--- config.mk ---
export PLATFORM = sky130hd
export DESIGN_NAME = gb_timer
export DESIGN_NICKNAME = d
export VERILOG_FILES = /design/src/rtl/gb_timer.sv
export SDC_FILE = /design/constraint.sdc
export NUM_CORES = 1
export LEC_CHECK = 0
export ABC_AREA = 1
export BUFFER_PORTS_ARGS = -buffer_cell sky130_fd_sc_hd__buf_2
export CORE_ASPECT_RATIO = 1.75
export CORE_MARGIN = 8
export CORE_UTILIZATION = 55
export DETAILED_ROUTE_END_ITERATION = 6
export GPL_ROUTABILITY_DRIVEN = 0
export GPL_TIMING_DRIVEN = 1
export HOLD_SLACK_MARGIN = 0.03
export PLACE_DENSITY_LB_ADDON = 0.2
export SYNTH_ARGS = -nofsm -noshare
export SYNTH_HDL_FRONTEND = slang
export SYNTH_SLANG_ARGS = --single-unit
--- constraint.sdc ---
create_clock -name clk -period 2.6 [get_ports clk]
set_clock_uncertainty 0.2 [all_clocks]
set_input_delay 0.26 -clock clk [delete_from_list [all_inputs] [get_ports clk]]
set_output_delay 0.26 -clock clk [all_outputs]
set_load 0.02 [all_outputs]
--- src/rtl/gb_timer.sv ---
// gb_timer: DIV/TIMA/TMA/TAC timer with a byte-wide register bus and a one-clock read latency.
// Define GB_TIMER_RELOAD_DELAY_EN to delay the TIMA reload and interrupt by 4 clocks after overflow.
module gb_timer #(
    parameter logic [15:0] BASE_ADDR = 16'hFF04,
    parameter int          DIV_W     = 16
) (
    input  logic        clk,
    input  logic        reset_n,
    input  logic [15:0] addr,
    input  logic [7:0]  data_in,
    input  logic        rd,
    input  logic        wr,
    output logic [7:0]  data_out,
    output logic        data_valid,
    output logic        irq_timer
);

    typedef enum logic [1:0] {
        REG_DIV  = 2'd0,
        REG_TIMA = 2'd1,
        REG_TMA  = 2'd2,
        REG_TAC  = 2'd3
    } reg_sel_e;

    logic [DIV_W-1:0] counter, counter_next;
    logic [7:0]       tima, tima_next;
    logic [7:0]       tma, tma_next;
    logic [2:0]       tac, tac_next;
    logic             level_q, level_next, tap, fall;
    logic             irq_next;
    logic [15:0]      offset;
    logic             hit;
    reg_sel_e         sel;
    logic             wr_div, wr_tima, wr_tma, wr_tac;
    logic [7:0]       read_val;
`ifdef GB_TIMER_RELOAD_DELAY_EN
    logic [2:0]       reload_cnt, reload_cnt_next;
`endif

    assign offset  = addr - BASE_ADDR;
    assign hit     = (offset < 16'd4);
    assign sel     = reg_sel_e'(offset[1:0]);
    assign wr_div  = hit && wr && (sel == REG_DIV);
    assign wr_tima = hit && wr && (sel == REG_TIMA);
    assign wr_tma  = hit && wr && (sel == REG_TMA);
    assign wr_tac  = hit && wr && (sel == REG_TAC);

    // Reads sample the pre-edge register values, so a same-clock write returns the old value.
    always_comb begin
        case (sel)
            REG_DIV:  read_val = counter[DIV_W-1 -: 8];
            REG_TIMA: read_val = tima;
            REG_TMA:  read_val = tma;
            default:  read_val = {5'b11111, tac};
        endcase
    end

    // NOTE: every variable gets a value before any branch so no latch can be inferred.
    always_comb begin
        counter_next = wr_div ? '0 : counter + DIV_W'(1);
        tac_next     = wr_tac ? data_in[2:0] : tac;
        tma_next     = wr_tma ? data_in : tma;
        case (tac_next[1:0])
            2'b00:   tap = counter_next[9];
            2'b01:   tap = counter_next[3];
            2'b10:   tap = counter_next[5];
            default: tap = counter_next[7];
        endcase
        // NOTE: the level is judged on next-state values so a fall caused by a DIV or TAC write counts on that same edge.
        level_next = tap & tac_next[2];
        fall       = level_q & ~level_next;

        tima_next = tima;
        irq_next  = 1'b0;
`ifdef GB_TIMER_RELOAD_DELAY_EN
        reload_cnt_next = reload_cnt;
        if (wr_tima) begin
            tima_next       = data_in;
            reload_cnt_next = 3'd0;
        end else if (reload_cnt != 3'd0) begin
            reload_cnt_next = reload_cnt - 3'd1;
            if (reload_cnt == 3'd1) begin
                tima_next = tma_next;
                irq_next  = 1'b1;
            end
        end else if (fall) begin
            if (tima == 8'hFF) begin
                tima_next       = 8'h00;
                reload_cnt_next = 3'd4;
            end else begin
                tima_next = tima + 8'd1;
            end
        end
`else
        if (wr_tima) begin
            tima_next = data_in;
        end else if (fall) begin
            if (tima == 8'hFF) begin
                tima_next = tma_next;
                irq_next  = 1'b1;
            end else begin
                tima_next = tima + 8'd1;
            end
        end
`endif
    end

    // NOTE: state registers use non-blocking assignments so all of them update together on the edge.
    always_ff @(posedge clk or negedge reset_n) begin
        if (!reset_n) begin
            counter    <= '0;
            tima       <= 8'h00;
            tma        <= 8'h00;
            tac        <= 3'b000;
            level_q    <= 1'b0;
            irq_timer  <= 1'b0;
            data_out   <= 8'h00;
            data_valid <= 1'b0;
`ifdef GB_TIMER_RELOAD_DELAY_EN
            reload_cnt <= 3'd0;
`endif
        end else begin
            counter    <= counter_next;
            tima       <= tima_next;
            tma        <= tma_next;
            tac        <= tac_next;
            level_q    <= level_next;
            irq_timer  <= irq_next;
            data_valid <= hit && rd;
            if (hit && rd) begin
                data_out <= read_val;
            end
`ifdef GB_TIMER_RELOAD_DELAY_EN
            reload_cnt <= reload_cnt_next;
`endif
        end
    end

endmodule

==> results of run 1 <==
==> repair_timing <==
action                    4_1_cts  5_1_grt
hold endpoints to repair       18        0
resized for setup               0        0
hold buffers                    5        0
==> area by class of cell <==
type                    count  area (um^2)
repair buffers             48        280.3
clock buffers               5        68.82
inverters                  73        274.0
clock inverters             3        48.80
flip-flops and latches     46         1151
multi-input cells         275         1503
well taps                  55        68.82
fillers                   468         1817
==> Yosys cell counts (all sizes together) <==
library cell,count,area [um^2]
o21ai,31,170.2
clkbuf,3,12.51
nor2,40,176.4
nand3b,1,7.510
a221oi,7,61.31
or3,1,6.260
dfrtp,46,1151
or2,5,31.28
ha,2,25.02
o211ai,5,37.54
xor2,11,96.34
nand3,40,242.7
xnor2,2,17.52
buf,3,20.01
o2bb2ai,2,17.52
a21oi,2,10.01
mux2i,5,50.05
nand4,6,43.79
clkinv,2,7.510
nor3,9,56.31
nand2,103,434.2
nor4,3,18.77
inv,71,266.5
==> worst max-delay path, cell delays in order (launching register included) <==
cell and delay [ns]:
dfrtp_1 0.38, ha_1 0.17, nand2_1 0.07, nor2_1 0.09
inv_1 0.05, nor2_1 0.08, inv_1 0.06, nor2_1 0.08
inv_1 0.05, nor2_1 0.19, inv_1 0.09, nor4_1 0.32
nand4_1 0.16, xor2_1 0.17, nor2_1 0.10
==> routing by layer <==
layer / global-route usage (%) / up-vias
met3: 3.189 / 14
met2: 35.88 / 53
met5: 0 / -
met1: 18.12 / 1268
met4: 7.545 / 0
li1: - / 1379
==> where the power goes <==
part           internal (mW)  switching (mW)  leakage (nW)  total [mW]
Clock                  0.293           0.269        0.0563       0.562
Sequential             0.740          0.0136         0.603       0.754
Combinational         0.0709           0.124          1.16       0.195
Total                   1.10           0.407          1.82        1.51
==> metrics by stage <==
step           util, %  cells  total power [mW]  instance area [um^2]  hold slack, ns
6_report         65.14    505             1.511                  3395         0.04187
5_1_grt          65.14    505             1.568                  3395         0.04582
4_1_cts          65.14    505             1.523                  3395         0.04490
3_5_place_dp     61.92    492            0.9566                  3227       -0.003031
3_3_place_gp     61.92    492            0.9535                  3227       -0.007478
2_1_floorplan        -    400            0.8845                  2960         -0.2356
==> kinds of logic after synthesis <==
logic type	count (synthesis)	synth area share (%)
adder cells (fa/ha/maj)	2	0.8452
multiplexers	5	1.691
AND/OR/NAND/NOR	208	34.36
buffers and inverters	79	10.35
XOR/XNOR	13	3.846
AO/OA/AOI/OAI	47	10.02
flip-flops	46	38.88
==> state kept, by name (all words and copies together), names as in the netlist <==
signal / cells
counter: 16
data_out: 8
tima: 8
tma: 8
tac: 3
data_valid: 1
irq_timer: 1
level_q: 1
==> cells in the final DEF, fill, tap and decap left out, types with 2 or more instances in the layout <==
cell and n:
nand2_1 90, inv_1 68, dfrtp_1 46, nor2_1 37
buf_2 37, nand3_1 36, o21ai_0 21, xor2_1 11
nand2_2 10, nor3_1 8, a221oi_1 7, o21ai_1 6
buf_4 6, nand4_1 5, o211ai_1 5, mux2i_1 5
clkbuf_8 5, dlygate4sd3_1 5, o21ai_2 4, or2_2 4
inv_2 3, nand3_4 3, nand2_4 3, nor4_1 3
clkinv_1 2, xnor2_1 2, a21oi_1 2, o2bb2ai_1 2
ha_1 2
==> path summary, 6_finish.rpt <==
path                                   from     endpoint  slack, ns  depth (start not counted)
worst max-delay path             counter[0]  counter[14]       0.27                         14
worst min-delay path             data_in[7]       tma[7]       0.04                          3
worst max register to register   counter[0]  counter[14]       0.27                         14
worst min register to register  data_out[3]  data_out[3]       0.29                          2
max in group asynchronous           reset_n       tma[0]       1.44                          3
min in group asynchronous           reset_n  data_out[3]       0.19                          2
==> results by group, run 1 <==
Outcome
  • Status: finished clean

CTS
  • Clock sinks: between 40 and 50
  • Worst-path clk slew: around 0.1 ns
  • CTS tree: built
  • H-tree lvl count: 2
  • TritonCTS Buffers: 5
  • Root buffer cell: clkbuf_8
  • Postcts setup bufs: 0
  • Worst-Skew Late Latency: just over 0.3 ns
  • Clock Path Buffers: 2

Floorplanning
  • Die height: about 110 um
  • Cell Rows: 35
  • Initial Util: between 50% and 60%
  • Die X: 71.46 um
  • IO Pins: 38
  • Die area: ~8000 um^2
  • Placeable Area: about 5200 um^2

STA
  • Final Cycle Share: ~90%
  • Max Freq: between 400 and 500 MHz
  • Relative slew margins: 67.72%
  • Setup violators final: 0
  • Fin crit period: between 2 and 2.5 ns
  • Least-Margin Pin Slew: 0.4830 ns
  • RSZ-0062 raised after global routing: no
  • Final Max Tran Viols: 0
  • Final Hold Fails: 0
  • Final worst slack: approximately 0.27 ns
  • Setup_tns: 0 ns

GRT
  • First-pass GRT wire length: around 12,000 um
  • Antenna violations before repair: 0
  • Gr usage total: between 10% and 20%
  • Remaining global-route overflow: 0
  • Largest net degree at the start of global routing: 17
  • Vias in the first global route: roughly 2,700

Placed design
  • Worst slack at placement: roughly 0.19 ns
  • Final HPWL DP: ~5700 um
  • # port buffers: 37

Drt
  • DRT Wirelength: 7076 um
  • Initial DRC Count: 128
  • DRT Pass-1 Iters: 4
  • Post-route ant nets: 0
  • Top routing layer used: met4
  • Drt drc: 0
  • Vias: 2,714
  • Drt wl/cell: ~14 um
  • Met2 wire length: roughly 4000 um
  • Vias per cell: 5.374
  • Met3 wire length: roughly 220 um
  • Routed met1 length: between 2000 and 3000 um

Worst setup path
  • CP endpoint kind: flop
  • CP arrival: between 2 and 2.5 ns
  • CP Launch Type: flop
  • Setup CP Type: reg -> reg
  • Worst Path Required: roughly 2.6 ns
  • Worst-path maximum fanout: 3

Min path
  • Hold Crit Class: in -> reg

Logic synthesis
  • Yosys cell types: 39
  • Avg Synthesized Cell Area: between 7 and 8 um^2
  • Syn_nets: 430
  • Seq/Total Area, Yosys: 38.88%
  • Register bit total from synthesis: 46
  • Post-synthesis instance area: a little under 3000 um^2
  • Synth warn: 0
  • Cells after synthesis: 400

Final layout
  • Share of post-route cells with drive strength above 1: a little under a fifth
  • Area growth, synth to finish: 14.67%
  • Antenna Cells: 0
  • Nets: 479

Power and ir drop
  • Peak supply drop: between 300 and 400 uV
  • Leak: about 1.8 nW
  • Pwr/cell area: around 450 nW/um^2

Run
  • Max-cap violations: 0
No activity file was read; power rests on OpenSTA's default activity.
==> run 2: changes to the inputs <==
Settings changed: GPL_TIMING_DRIVEN 1 to 0.
==> run 2 against run 1 <==
Compared with the run above: utilization decreased by 0.48 points; first-iteration DRC count increased by 9.4%; hold slack improved by 0.0031 ns; combinational power decreased by 4%; fmax increased by 3.1%; register-to-register slack improved by 0.07 ns; flip-flop and latch count unchanged; via count decreased by 1.7%; cell count decreased by 0.79%; setup slack improved by 0.071 ns; largest cell class unchanged.
==> results by group, run 2 (synthesized netlist as in run 1, its figures left out) <==
Power and ir drop
  • Peak supply drop: 409.4 uV (+3.5%)
  • Power Total: 1.505 mW (-0.39%)
  • Leak: 1.791 nW (-1.5%)
  • Pwr/cell area: 446.5 nW/um^2 (+0.35%)

STA
  • Final Hold Fails: 0 (unchanged)
  • Fin crit period: 2.262 ns (-0.07054 ns)
  • Relative slew margins: 29.93% (-38 points)
  • Final Max Tran Viols: 0 (unchanged)
  • Final Cycle Share: 87.01% (-2.7 points)
  • Final worst slack: 0.3377 ns (+0.07054 ns)
  • Worst hold-check slack: 0.04495 ns (+0.003088 ns)
  • Setup violators final: 0 (unchanged)
  • Least-Margin Pin Slew: 1.051 ns (+0.5680 ns)
  • RSZ-0062 raised after global routing: no
  • Setup_tns: 0 ns (unchanged)
  • Max Freq: 442.0 MHz (+3.1%)

Drt
  • Top routing layer used: met4
  • Initial DRC Count: 140 (+9.4%)
  • Post-route ant nets: 0 (unchanged)
  • DRT Pass-1 Iters: 4 (unchanged)
  • Routed met1 length: 2678 um (+0.15%)
  • Drt wl/cell: 13.88 um (-0.94%)
  • Vias per cell: 5.323 (-0.95%)
  • Drt drc: 0 (unchanged)
  • Met3 wire length: 201 um (-8.2%)
  • Met2 wire length: 3921 um (-2.6%)
  • Vias: 2,667 (-1.7%)
  • DRT Wirelength: 6954 um (-1.7%)

Final layout
  • Leading cell type in the layout, fill and taps excluded: nand2_1
  • Most frequent cells in the layout: nand2_1 (90), inv_1 (68), dfrtp_1 (46), nor2_1 (37), nand3_1 (36)
  • Fin util: 64.66% (-0.48 points)
  • Final Instance Area: 3369 um^2 (-0.74%)
  • Max reg flops: 16 (unchanged)
  • Non-filler cells, final: 501 (-0.79%)
  • Nets: 475 (-0.84%)
  • Reg with most FFs: counter
  • Antenna Cells: 0 (unchanged)
  • Share of post-route cells with drive strength above 1: 17.94% (-0.73 points)
  • Area growth, synth to finish: 13.82%

Worst setup path
  • Worst Path Required: 2.60 ns (-0.04 ns)
  • CP endpoint kind: flop
  • CP Launch Type: flop
  • Setup CP Type: reg -> reg
  • Worst-path maximum fanout: 10 (+7)
  • CP arrival: 2.26 ns (-0.11 ns)

Placed design
  • # port buffers: 34 (-8.1%)
  • Placed cell count: 489 (-0.61%)
  • Placed inst area: 3199 um^2 (-0.85%)
  • Final HPWL DP: 5458 um (-3.8%)
  • Worst slack at placement: 0.1240 ns (-0.06794 ns)

Floorplanning
  • Die area: 8079 um^2 (unchanged)
  • Die X: 71.46 um (unchanged)
  • Initial Util: 56.81% (unchanged)
  • Placeable Area: 5211 um^2 (unchanged)
  • Die height: 113.1 um (unchanged)
  • Cell Rows: 35 (unchanged)
  • IO Pins: 38 (unchanged)

GRT
  • First-pass GRT wire length: 11,650 um (-3.2%)
  • Largest net degree at the start of global routing: 47 (+30)
  • Antenna violations before repair: 0 (unchanged)
  • Gr usage total: 17.71% (-0.71 points)
  • Vias in the first global route: 2,672 (-1.6%)
  • Remaining global-route overflow: 0 (unchanged)

CTS
  • Worst-path clk slew: 0.10 ns (about the same)
  • Postcts setup bufs: 0 (unchanged)
  • Clock sinks: 46 (unchanged)
  • Clock Path Buffers: 2 (unchanged)
  • Root buffer cell: clkbuf_8
  • TritonCTS Buffers: 5 (unchanged)
  • Worst-Skew Late Latency: 0.31 ns (about the same)
  • H-tree lvl count: 2 (unchanged)
  • CTS tree: built

Outcome
  • Status: finished clean

Run
  • Max-cap violations: 0 (unchanged)

Min path
  • Hold Crit Class: in -> reg
==> run 2: cell types whose count changed in the layout (fill, tap and decap cells not counted) <==
| cell | previous run | this run |
|---|---|---|
| nor4_1 | 3 | 1 |
| dlygate4sd3_1 | 5 | 4 |
| clkbuf_1 | 0 | 2 |
| buf_1 | 0 | 1 |
| nor4_2 | 0 | 2 |
| clkbuf_2 | 0 | 1 |
| buf_4 | 6 | 0 |
| buf_6 | 0 | 1 |
| buf_2 | 37 | 35 |
==> run 2: cell type report <==
class                      instances  area [um^2]
buffer                             6        32.53
clock buffer                       5        68.82
clock inverter                     3        48.80
fill                             485         1842
inverter                          73        274.0
multi-input combinational        275         1515
sequential                        46         1151
tap                               55        68.82
timing repair buffer              38        210.2
==> run 2: routing by layer <==
metal  vias up  track usage [%]
met2        41            35.64
li1       1369                -
met4         0            6.036
met5         -                0
met1      1244            16.95
met3        13            3.012
==> run 2: path summary, 6_finish.rpt <==
path	start	endpoint	slack, ns	depth (start not counted)
max	counter[0]	tima[1]	0.34	16
min	data_in[4]	tma[4]	0.04	3
max reg2reg	counter[0]	tima[1]	0.34	16
min reg2reg	data_out[3]	data_out[3]	0.28	2
max in group asynchronous	reset_n	data_out[6]	1.07	2
min in group asynchronous	reset_n	data_out[3]	0.47	2
==> run 2: where the power goes <==
group	leakage (nW)	internal (mW)	switching [mW]
Clock	0.0563	0.293	0.269
Sequential	0.603	0.740	0.0143
Combinational	1.13	0.0666	0.121
Total	1.79	1.10	0.405
==> run 2: worst max-delay path, stage by stage (launching register included) <==
cell and delay, ns:
dfrtp_1 0.39, nand3_1 0.12, nor2_1 0.10, nand2_1 0.08, nor3_1 0.27, inv_1 0.09, xor2_1 0.15, inv_1 0.05
nand2_1 0.06, nand2_1 0.07, nand3_1 0.06, nand2_1 0.07, nand2_2 0.07, nand2_4 0.14, nand2_4 0.10, nand2_1 0.07
nand2_1 0.05
==> run 2: what timing repair did <==
item                                    in CTS  in global routing
endpoints found under the setup margin       0                  5
resized for setup                            0                  2
hold endpoints to repair                    49                  0
hold buffers                                 4                  0
==> run 3: changes to the inputs <==
Settings changed: PLACE_DENSITY_LB_ADDON 0.2 to 0.15.
==> run 3 against run 2 <==
Compared with the run above: cell count down 0.40%; combinational power barely moved; non-clock buffer count decreased by 2; first-iteration DRC count is 10% lower; clock-buffer cell count did not move; largest power group unchanged; sequential share of layout area is 0.26 points higher; power is 1.4% lower; setup slack better by 0.040 ns; cell area is 0.74% lower; register-to-register slack improved by 0.04 ns.
==> results by group, run 3 (synthesized netlist as in run 1, its figures left out) <==
CTS
  • Postcts setup bufs: 0 (unchanged)
  • Clock sinks: 46 (unchanged)
  • Clock Path Buffers: 2 (unchanged)
  • H-tree lvl count: 2 (unchanged)
  • CTS tree: built
  • TritonCTS Buffers: 5 (unchanged)
  • Worst-path clk slew: 0.09 ns (about the same)
  • Root buffer cell: clkbuf_8
  • Worst-Skew Late Latency: 0.30 ns (about the same)

STA
  • Fin crit period: 2.222 ns (-0.03991 ns)
  • Final Cycle Share: 85.48% (-1.5 points)
  • Worst hold-check slack: 0.04270 ns (-0.002256 ns)
  • Final Max Tran Viols: 0 (unchanged)
  • RSZ-0062 raised after global routing: no
  • Least-Margin Pin Slew: 1.068 ns (+0.01714 ns)
  • Setup violators final: 0 (unchanged)
  • Final Hold Fails: 0 (unchanged)
  • Max Freq: 450.0 MHz (+1.8%)
  • Final worst slack: 0.3776 ns (+0.03991 ns)
  • Relative slew margins: 28.79% (-1.1 points)
  • Setup_tns: 0 ns (unchanged)

Drt
  • Vias per cell: 5.383 (+1.1%)
  • DRT Pass-1 Iters: 4 (unchanged)
  • Post-route ant nets: 0 (unchanged)
  • DRT Wirelength: 6912 um (-0.60%)
  • Drt wl/cell: 13.85 um (-0.21%)
  • Vias: 2,686 (+0.71%)
  • Drt drc: 0 (unchanged)
  • Initial DRC Count: 126 (-10%)

Power and ir drop
  • Power Total: 1.483 mW (-1.4%)
  • Peak supply drop: 350.7 uV (-14%)
  • Leak: 1.785 nW (-0.34%)
  • Pwr/cell area: 443.4 nW/um^2 (-0.71%)

Placed design
  • Worst slack at placement: 0.07757 ns (-0.04643 ns)
  • Placed cell count: 489 (unchanged)
  • Final HPWL DP: 5454 um (about the same)
  • # port buffers: 34 (unchanged)

Worst setup path
  • Critical-path cell list: nand3_1, nor2_1, nand2_1, nor3_1, inv_1, xor2_1, inv_1, nand2_1, nand2_1, nand3_1, nand2_1, nand2_2, nand2_4, nand2_4, nand2_1, nand2_1
  • CP max-delay cell: dfrtp_1
  • Worst-path maximum fanout: 10 (unchanged)
  • CP max stage delay: 0.38 ns (about the same)
  • Setup CP Type: reg -> reg
  • Most used cell, CP: nand2_1
  • CP Launch Type: flop
  • CP arrival: 2.22 ns (-0.04 ns)
  • Worst Path Required: 2.60 ns (about the same)
  • CP endpoint kind: flop

Outcome
  • Status: finished clean

Floorplanning
  • Die area: 8079 um^2 (unchanged)
  • Placeable Area: 5211 um^2 (unchanged)
  • IO Pins: 38 (unchanged)
  • Cell Rows: 35 (unchanged)
  • Die X: 71.46 um (unchanged)
  • Initial Util: 56.81% (unchanged)
  • Die height: 113.1 um (unchanged)

GRT
  • Remaining global-route overflow: 0 (unchanged)
  • GRT met1 Usage: 18.12% (+1.2 points)
  • Vias in the first global route: 2,684 (+0.45%)
  • First-pass GRT wire length: 11,690 um (+0.29%)
  • Most Used Layer, Global Route: met2
  • Met3 GRT Util: 3.366% (+0.35 points)
  • Largest net degree at the start of global routing: 47 (unchanged)
  • Met2 Use GR: 33.97% (-1.7 points)
  • Gr usage total: 17.92% (+0.21 points)
  • Antenna violations before repair: 0 (unchanged)

Run
  • Max-cap violations: 0 (unchanged)

Final layout
  • Seq. cell area: 1151 um^2 (unchanged)
  • Non-filler cells, final: 499 (-0.40%)
  • Max reg flops: 16 (unchanged)
  • Area growth, synth to finish: 12.98%
  • Most frequent cells in the layout: nand2_1 (90), inv_1 (68), dfrtp_1 (46), nor2_1 (37), nand3_1 (36)
  • Area of the multi-input gates: 1515 um^2 (unchanged)
  • Fillers: 483 (-0.41%)
  • Nets: 473 (-0.42%)
  • Share of post-route cells with drive strength above 1: 18.02% (+0.081 points)
  • Leading cell type in the layout, fill and taps excluded: nand2_1
  • Reg with most FFs: counter
  • Antenna Cells: 0 (unchanged)

Min path
  • Hold Crit Class: in -> reg
==> run 3: through the flow <==
stage | util [%] | area (um^2)
after CTS | 63.94 | 3332
after detailed placement | 61.39 | 3199
after global placement | 61.39 | 3199
after global routing | 64.18 | 3344
after floorplan | - | 2960
final | 64.18 | 3344
==> run 3: power breakdown <==
group | switching (mW) | leakage [nW] | internal [mW]
clock network | 0.254 | 0.0585 | 0.288
logic | 0.122 | 1.12 | 0.0646
registers | 0.0143 | 0.603 | 0.740
==> run 3: worst paths after layout <==
| check | slack, ns | end | depth (start not counted) | startpoint |
|---|---|---|---|---|
| max | 0.38 | tima[4] | 16 | counter[0] |
| min | 0.04 | tma[7] | 3 | data_in[7] |
| max reg2reg | 0.38 | tima[4] | 16 | counter[0] |
| min reg2reg | 0.28 | data_out[7] | 2 | data_out[7] |
| max in group asynchronous | 1.06 | tima[1] | 2 | reset_n |
| min in group asynchronous | 0.47 | data_out[7] | 2 | reset_n |
==> run 3: layout make-up <==
type                       instances  area share, %
multi-input combinational        275          45.30
sequential                        46          34.42
inverter                          73          8.193
timing repair buffer              36          5.686
clock buffer                       5          2.058
tap                               55          2.058
clock inverter                     3          1.309
buffer                             6         0.9727
==> run 3: critical path, delay by kind of cell (launching register included) <==
family | cells | cell delay (ns)
xor+xnor | 1 | 0.15
buf+inv | 2 | 0.15
flops | 1 | 0.38
simple gates | 13 | 1.23
==> run 3: repair_timing <==
action | in CTS | in global routing
endpoints found under the hold margin | 47 | 0
hold buffers | 2 | 0
endpoints found under the setup margin | 0 | 5
resized for setup | 0 | 2
==> run 3: routing by layer <==
layer  up-vias  share of wire [%]  routed length (um)
met5         -                  0                   0
met4         0                3.0                 208
met3        20                3.6                 247
met2        51                 55                3777
met1      1251                 39                2678
li1       1364                  -                   -
